$ cat config.mk
export PLATFORM = sky130hd
export DESIGN_NAME = udp_cmd_rx_flat
export DESIGN_NICKNAME = d
export VERILOG_FILES = /design/src/rtl/udp_cmd_pkg.sv /design/src/rtl/udp_cmd_rx_if.sv /design/src/rtl/udp_cmd_rx_sat_cnt16.sv /design/src/rtl/udp_cmd_rx.sv /design/src/flat_wrapper.sv
export SDC_FILE = /design/constraint.sdc
export NUM_CORES = 1
export LEC_CHECK = 0
export ABC_AREA = 1
export ABC_CLOCK_PERIOD_IN_PS = 2860
export BUFFER_PORTS_ARGS = -buffer_cell sky130_fd_sc_hd__buf_2
export CORE_MARGIN = 3
export CORE_UTILIZATION = 50
export CTS_BUF_LIST = sky130_fd_sc_hd__clkbuf_8 sky130_fd_sc_hd__clkbuf_16
export DETAILED_ROUTE_END_ITERATION = 7
export GPL_TIMING_DRIVEN = 0
export PLACE_DENSITY = 0.73
export RECOVER_POWER = 25
export SYNTH_ARGS = -nofsm -noshare
export SYNTH_HDL_FRONTEND = slang
export SYNTH_HIERARCHICAL = 1
export SYNTH_SLANG_ARGS = --single-unit
$ cat constraint.sdc
create_clock -name clk -period 2.86 [get_ports clk]
set_input_delay 0.715 -clock clk [delete_from_list [all_inputs] [get_ports clk]]
set_output_delay 0.715 -clock clk [all_outputs]
set_load 0.02 [all_outputs]
$ cat src/rtl/udp_cmd_pkg.sv
// Shared types and constants for the UDP command receiver.
package udp_cmd_pkg;

  typedef enum logic [7:0] {
    OP_START   = 8'h01,
    OP_SET_EN  = 8'h02,
    OP_SET_LEN = 8'h03,
    OP_PING    = 8'h04
  } opcode_t;

  typedef enum logic [1:0] {
    S_IDLE,
    S_PAYLOAD,
    S_DROP,
    S_EXEC
  } state_t;

  localparam int unsigned CMD_LEN = 4;

  // A zero capture length is meaningless, so SET_LEN with arg 0 is rejected.
  function automatic logic cmd_ok(input logic [7:0] op, input logic [15:0] arg);
    logic ok;
    ok = 1'b0;
    if (op == OP_START || op == OP_SET_EN || op == OP_PING) ok = 1'b1;
    else if (op == OP_SET_LEN) ok = (arg != '0);
    return ok;
  endfunction

endpackage

$ cat src/rtl/udp_cmd_rx_if.sv
// RX header/payload stream between eth (master) and the command receiver (slave).
interface udp_cmd_rx_if;
  logic        udp_rx_ready;
  logic        udp_hdr_valid;
  logic [15:0] udp_dest_port;
  logic [7:0]  rx_tdata;
  logic        rx_tvalid;
  logic        rx_tlast;
  logic        rx_tuser;

  modport master (
    input  udp_rx_ready,
    output udp_hdr_valid, udp_dest_port, rx_tdata, rx_tvalid, rx_tlast, rx_tuser
  );

  modport slave (
    output udp_rx_ready,
    input  udp_hdr_valid, udp_dest_port, rx_tdata, rx_tvalid, rx_tlast, rx_tuser
  );
endinterface

$ cat src/rtl/udp_cmd_rx_sat_cnt16.sv
// Enable-driven 16-bit counter that holds at 16'hFFFF instead of wrapping.
module sat_cnt16 (
  input  logic        clk,
  input  logic        rst_n,
  input  logic        en,
  output logic [15:0] count
);
  always_ff @(posedge clk or negedge rst_n) begin
    if (!rst_n)                  count <= '0;
    else if (en && count != '1)  count <= count + 16'd1;
  end
endmodule

$ cat src/rtl/udp_cmd_rx.sv
// Decodes 4-byte UDP command frames into ADC capture controls.
// Optional mid-frame idle timeout enabled by defining UDP_CMD_TIMEOUT_EN.
module udp_cmd_rx
  import udp_cmd_pkg::*;
#(
  parameter logic [15:0] CMD_PORT    = 16'd5000,
  parameter logic [7:0]  MAGIC       = 8'hA5,
  parameter logic [15:0] CAP_LEN_RST = 16'd1024,
  parameter int unsigned TIMEOUT_CYC = 1024
) (
  input  logic               clk,
  input  logic               rst_n,
  udp_cmd_rx_if.slave        bus,
  output logic               start_pulse,
  output logic               adc_en,
  output logic [15:0]        cap_len,
  output logic [15:0]        cmd_count,
  output logic [15:0]        err_count
);

  localparam logic [1:0] LAST_IDX = 2'(CMD_LEN - 1);

  state_t     state_q, state_d;
  logic [1:0] idx_q, idx_d;
  logic [7:0] op_q, argh_q, argl_q;
  logic       ready_q;
  logic       beat;
  logic       err_inc;
  logic       cmd_inc;
  logic       timeout_hit;

  assign bus.udp_rx_ready = ready_q;
  assign beat             = bus.rx_tvalid & ready_q;

  always_ff @(posedge clk or negedge rst_n) begin
    if (!rst_n) ready_q <= 1'b0;
    else        ready_q <= 1'b1;
  end

`ifdef UDP_CMD_TIMEOUT_EN
  localparam int unsigned TW = $clog2(TIMEOUT_CYC + 1);
  logic [TW-1:0] tmr_q;
  logic          in_frame;

  assign in_frame    = (state_q == S_PAYLOAD) || (state_q == S_DROP);
  assign timeout_hit = in_frame && !beat && (tmr_q == TW'(TIMEOUT_CYC - 1));

  always_ff @(posedge clk or negedge rst_n) begin
    if (!rst_n)                tmr_q <= '0;
    else if (in_frame && !beat) tmr_q <= tmr_q + 1'b1;
    else                       tmr_q <= '0;
  end
`else
  assign timeout_hit = 1'b0;
`endif

  always_ff @(posedge clk or negedge rst_n) begin
    if (!rst_n) begin
      state_q <= S_IDLE;
      idx_q   <= '0;
    end else begin
      state_q <= state_d;
      idx_q   <= idx_d;
    end
  end

  always_comb begin
    state_d = state_q;
    idx_d   = idx_q;
    err_inc = 1'b0;
    cmd_inc = 1'b0;
    unique case (state_q)
      S_IDLE: begin
        idx_d = '0;
        if (bus.udp_hdr_valid)
          state_d = (bus.udp_dest_port == CMD_PORT) ? S_PAYLOAD : S_DROP;
      end
      S_PAYLOAD: begin
        if (beat) begin
          idx_d = idx_q + 1'b1;
          if (idx_q == '0 && bus.rx_tdata != MAGIC) begin
            err_inc = 1'b1;
            state_d = bus.rx_tlast ? S_IDLE : S_DROP;
          end else if (idx_q != LAST_IDX) begin
            if (bus.rx_tlast) begin
              err_inc = 1'b1;
              state_d = S_IDLE;
            end
          end else if (!bus.rx_tlast) begin
            err_inc = 1'b1;
            state_d = S_DROP;
          end else if (bus.rx_tuser || !cmd_ok(op_q, {argh_q, bus.rx_tdata})) begin
            err_inc = 1'b1;
            state_d = S_IDLE;
          end else begin
            state_d = S_EXEC;
          end
        end
      end
      S_DROP: begin
        if (beat && bus.rx_tlast) state_d = S_IDLE;
      end
      S_EXEC: begin
        cmd_inc = 1'b1;
        state_d = S_IDLE;
      end
      default: state_d = S_IDLE;
    endcase
    if (timeout_hit) begin
      err_inc = 1'b1;
      state_d = S_IDLE;
    end
  end

  always_ff @(posedge clk or negedge rst_n) begin
    if (!rst_n) begin
      op_q   <= '0;
      argh_q <= '0;
      argl_q <= '0;
    end else if (state_q == S_PAYLOAD && beat) begin
      case (idx_q)
        2'd1:    op_q   <= bus.rx_tdata;
        2'd2:    argh_q <= bus.rx_tdata;
        2'd3:    argl_q <= bus.rx_tdata;
        default: ;
      endcase
    end
  end

  // Outputs are registered in EXEC so they land two cycles after the tlast beat.
  always_ff @(posedge clk or negedge rst_n) begin
    if (!rst_n) begin
      start_pulse <= 1'b0;
      adc_en      <= 1'b0;
      cap_len     <= CAP_LEN_RST;
    end else begin
      start_pulse <= cmd_inc && (op_q == OP_START);
      if (cmd_inc && op_q == OP_SET_EN)  adc_en  <= argl_q[0];
      if (cmd_inc && op_q == OP_SET_LEN) cap_len <= {argh_q, argl_q};
    end
  end

  sat_cnt16 u_cmd_cnt (
    .clk   (clk),
    .rst_n (rst_n),
    .en    (cmd_inc),
    .count (cmd_count)
  );

  sat_cnt16 u_err_cnt (
    .clk   (clk),
    .rst_n (rst_n),
    .en    (err_inc),
    .count (err_count)
  );

endmodule
$ cat src/flat_wrapper.sv
// flat-port wrapper written by rule: the top's interface ports become plain ports
module udp_cmd_rx_flat import udp_cmd_pkg::*;
#(
  parameter logic [15:0] CMD_PORT    = 16'd5000,
  parameter logic [7:0]  MAGIC       = 8'hA5,
  parameter logic [15:0] CAP_LEN_RST = 16'd1024,
  parameter int unsigned TIMEOUT_CYC = 1024
)
  (clk, rst_n, start_pulse, adc_en, cap_len, cmd_count, err_count, bus_udp_rx_ready, bus_udp_hdr_valid, bus_udp_dest_port, bus_rx_tdata, bus_rx_tvalid, bus_rx_tlast, bus_rx_tuser);
  udp_cmd_rx_if bus_i ();
  input  logic clk;
  input  logic rst_n;
  output logic start_pulse;
  output logic adc_en;
  output logic [15:0] cap_len;
  output logic [15:0] cmd_count;
  output logic [15:0] err_count;
  output wire logic [$bits(bus_i.udp_rx_ready)-1:0] bus_udp_rx_ready;
  input wire logic [$bits(bus_i.udp_hdr_valid)-1:0] bus_udp_hdr_valid;
  input wire logic [$bits(bus_i.udp_dest_port)-1:0] bus_udp_dest_port;
  input wire logic [$bits(bus_i.rx_tdata)-1:0] bus_rx_tdata;
  input wire logic [$bits(bus_i.rx_tvalid)-1:0] bus_rx_tvalid;
  input wire logic [$bits(bus_i.rx_tlast)-1:0] bus_rx_tlast;
  input wire logic [$bits(bus_i.rx_tuser)-1:0] bus_rx_tuser;
  assign bus_udp_rx_ready = bus_i.udp_rx_ready;
  assign bus_i.udp_hdr_valid = bus_udp_hdr_valid;
  assign bus_i.udp_dest_port = bus_udp_dest_port;
  assign bus_i.rx_tdata = bus_rx_tdata;
  assign bus_i.rx_tvalid = bus_rx_tvalid;
  assign bus_i.rx_tlast = bus_rx_tlast;
  assign bus_i.rx_tuser = bus_rx_tuser;
  udp_cmd_rx #(.CMD_PORT(CMD_PORT), .MAGIC(MAGIC), .CAP_LEN_RST(CAP_LEN_RST), .TIMEOUT_CYC(TIMEOUT_CYC)) u_core (.clk(clk), .rst_n(rst_n), .bus(bus_i), .start_pulse(start_pulse), .adc_en(adc_en), .cap_len(cap_len), .cmd_count(cmd_count), .err_count(err_count));
endmodule
==> results.sh <==
export IMPL_setup_tns_ns=0
export IMPL_cts_setup_buffers=0
export IMPL_synthFlopType="dfrtp_1"
export IMPL_critPathRequiredTime_ns=3.13
export IMPL_fmax_mhz=511
export IMPL_synth_most_common_cell="nand2_1"
export IMPL_synth_seq_cells=79
export IMPL_grt_pass1_wl_um=16300
export IMPL_seq_area_um2=1980
export IMPL_die_h_um=99.7
export IMPL_gp_congestion=0.880
export IMPL_fin_crit_sh=0.685
export IMPL_cp_cell_sequence="buf_2 -> nor2_1 -> nand2_1 -> nor2_1 -> nand2_1 -> nand2_1 -> nand2_1 -> nand3_1 -> nand3_1 -> inv_1 -> inv_1 -> nor2_1 -> nand2_1 -> nor2_1 -> nand3_1 -> nand2_1 -> inv_1"
export IMPL_hold_buffers=0
export IMPL_start_util=0.523
export IMPL_post_route_util=0.615
export IMPL_place_ws_ns=0.532
export IMPL_finalClockSkew_ns=0.0120
export IMPL_synth_edff_count=0
export IMPL_final_max_slew_viol_count=31
export IMPL_antenna_found_initial=0
export IMPL_ant_nets=0
export IMPL_cp_end_kind="register"
export IMPL_drc=0
export IMPL_met3_length_um=384
export IMPL_yosys_cell_types_count=33
export IMPL_placed_cells=727
export IMPL_grt_max_degree=50
export IMPL_worst_slew_pin_slew_ns=1.76
export IMPL_yosys_warnings=6
export IMPL_wl_met2_um=4560
export IMPL_port_buffers=80
export IMPL_min_path_cells=2
export IMPL_syn2layout_area_growth_pct=17.5
export IMPL_diodes=0
export IMPL_rsz0062_at_grt="false"
export IMPL_clk_latency_ns=0.36
export IMPL_cts_tree="built"
export IMPL_vias_per_cell=4.98
export IMPL_yosys_area_top_type="dfrtp_1"
export IMPL_hold_end="u_core/argl_q[1]"
export IMPL_cts_sinks=79
export IMPL_netlist_area_leader_share=0.445
export IMPL_grt_usage=0.202
export IMPL_grt_overflow_total=0
export IMPL_fin_area_um2=5160
export IMPL_hold_path_class="reg2reg"
export IMPL_r2r_start="u_core/op_q[1]"
export IMPL_dp_hpwl_um=7220
export IMPL_syn_num_nets=577
export IMPL_numCtsBuffers=9
export IMPL_clk_path_buf_depth=2
export IMPL_drtIter0Drc=84
export IMPL_dpl_cell_area_um2=4950
export IMPL_synth_cells=541
export IMPL_r2r_slack_ns=0.95
export IMPL_period_needed_ns=1.96
export IMPL_path_buf_inv=4
export IMPL_drt_total_wl_um=9360
export IMPL_root_buffer="clkbuf_8"
export IMPL_violations="max-capacitance violations, max-slew violations"
export IMPL_clkTransAtPathRegs_ns=0.09
export IMPL_cp_slowest_cell="inv_1"
export IMPL_ios=81
export IMPL_outcome="finished with violations"
export IMPL_fin_nets=669
export IMPL_finalPower_mw=3.47
export IMPL_timing_worst_setup_path_type="in2reg"
export IMPL_cpPeakStageDelay_ns=0.14
export IMPL_final_cells=743
export IMPL_setup_viol=0
export IMPL_cts_max_level=3
export IMPL_grt_pass1_vias=3643
export IMPL_fp_row_count=33
export IMPL_synthesis_area_um2=4390
export IMPL_dieArea_um2=9930
export IMPL_avgRoutedWirePerCell_um=12.6
export IMPL_cts_repair_resized=0
export IMPL_drtPass1Iterations=4
export IMPL_num_fill_cells=747
export IMPL_wl_met1_um=4260
export IMPL_p_leak_nw=2.69
export IMPL_crit_top_cell="nand2_1"
export IMPL_reg2reg_depth=16
export IMPL_multi_input_area_um2=2120
export IMPL_holdCritStartpoint="u_core/argl_q[1]"
export IMPL_worst_slack_ns=0.902
export IMPL_routed_top_layer="met4"
export IMPL_maxCapViolations=1
export IMPL_synthArstFlopShare=1.00
export IMPL_path_max_fanout=3
export IMPL_synth_area_leaders="dfrtp_1 44%, nand2_1 16%, nor2_1 4.9%"
export IMPL_seq_area_frac_synth=0.451
export IMPL_avgSynthCellArea_um2=8.11
export IMPL_hold_violations=0
export IMPL_worstSetupStartpointType="input pin"
export IMPL_drive_gt1_frac=0.254
export IMPL_core_area_um2=8380
export IMPL_crit_arrival_ns=2.23
export IMPL_r2r_end="u_core/u_err_cnt/count[15]"
export IMPL_power_density_nw_per_um2=672
export IMPL_synthTopCellsByCount="184 x nand2_1, 78 x dfrtp_1, 57 x nor2_1"
export IMPL_dieWidth_um=99.7
export IMPL_via_count=3700
export IMPL_slew_headroom=-0.170
export IMPL_vdd_ir_drop_max_uv=280
export IMPL_whs_ns=0.498
export IMPL_crit_family="simple AND/OR/NAND/NOR gates"
-- cell families after synthesis --
logic type | count (synthesis) | synth area share
other | 1 | 0.000855
adder cells (fa/ha/maj) | 6 | 0.0171
flip-flops | 79 | 0.451
AND/OR/NAND/NOR | 310 | 0.327
XOR/XNOR | 12 | 0.0240
buffers and inverters | 62 | 0.0667
AO/OA/AOI/OAI | 56 | 0.0685
multiplexers | 15 | 0.0454
-- cell usage in the layout (no fill, tap or decap), drive strengths merged, types with 2 or more instances in the layout --
cell type  Yosys  routed
xnor2         10      10
o21ai         46      46
nand2        195     195
inv           54      59
clkbuf         0      10
a21oi          7       7
ha             6       6
mux2          15      15
nor2          74      74
dfrtp         78      78
a31oi          2       2
buf            8      88
nand4         14      14
xor2           2       2
nand3         22      22
-- where the power goes --
part	leakage, nW	total [mW]	switching (mW)	internal, mW
combinational	1.52	1.08	0.705	0.379
sequential	1.06	1.49	0.198	1.29
clock	0.109	0.891	0.465	0.426
-- state kept, by name, indices dropped and copies added (netlist names), 2 cells and up --
register / cells
u_core/argh_q: 8
u_core/u_cmd_cnt/count: 16
u_core/argl_q: 8
u_core/u_err_cnt/count: 16
u_core/state_q: 2
u_core/idx_q: 2
u_core/cap_len: 16
u_core/op_q: 8
-- per-layer routing --
metal | global-route usage | vias to the layer above
met5 | 0 | -
met1 | 0.259 | 1714
met2 | 0.340 | 68
li1 | - | 1903
met3 | 0.0428 | 15
met4 | 0.0683 | 0
-- worst reg2reg max path, stage by stage (launching register included) --
cell	delay [ns]
dfrtp_1	0.39
inv_1	0.14
nor2_1	0.06
nand3_1	0.10
nor2_1	0.08
nor2_1	0.10
nand2_1	0.08
nand3_1	0.07
nand3_1	0.07
inv_1	0.14
inv_1	0.10
nor2_1	0.11
nand2_1	0.06
nor2_1	0.13
nand3_1	0.09
nand2_1	0.07
inv_1	0.04
-- how the worst max path moves through the flow --
stage	start	end	cells past startpoint
3_5_place_dp	bus_rx_tdata[4]	u_core/u_err_cnt/count[15]	17
5_1_grt	rst_n	u_core/bus.udp_rx_ready	1
4_1_cts	bus_rx_tdata[4]	u_core/u_err_cnt/count[8]	15
3_3_place_gp	rst_n	u_core/argl_q[1]	1
6_report	bus_rx_tdata[4]	u_core/u_err_cnt/count[15]	17
2_1_floorplan	bus_rx_tdata[1]	u_core/u_err_cnt/count[15]	16
-- cell type report --
| cell class | count | share of cell area |
|---|---|---|
| buffer | 8 | 0.0175 |
| clock buffer | 9 | 0.0240 |
| clock inverter | 7 | 0.0170 |
| inverter | 54 | 0.0393 |
| multi-input combinational | 400 | 0.410 |
| sequential | 79 | 0.384 |
| tap | 105 | 0.0255 |
| timing repair buffer | 81 | 0.0827 |
No activity file was read; power rests on OpenSTA's default activity.
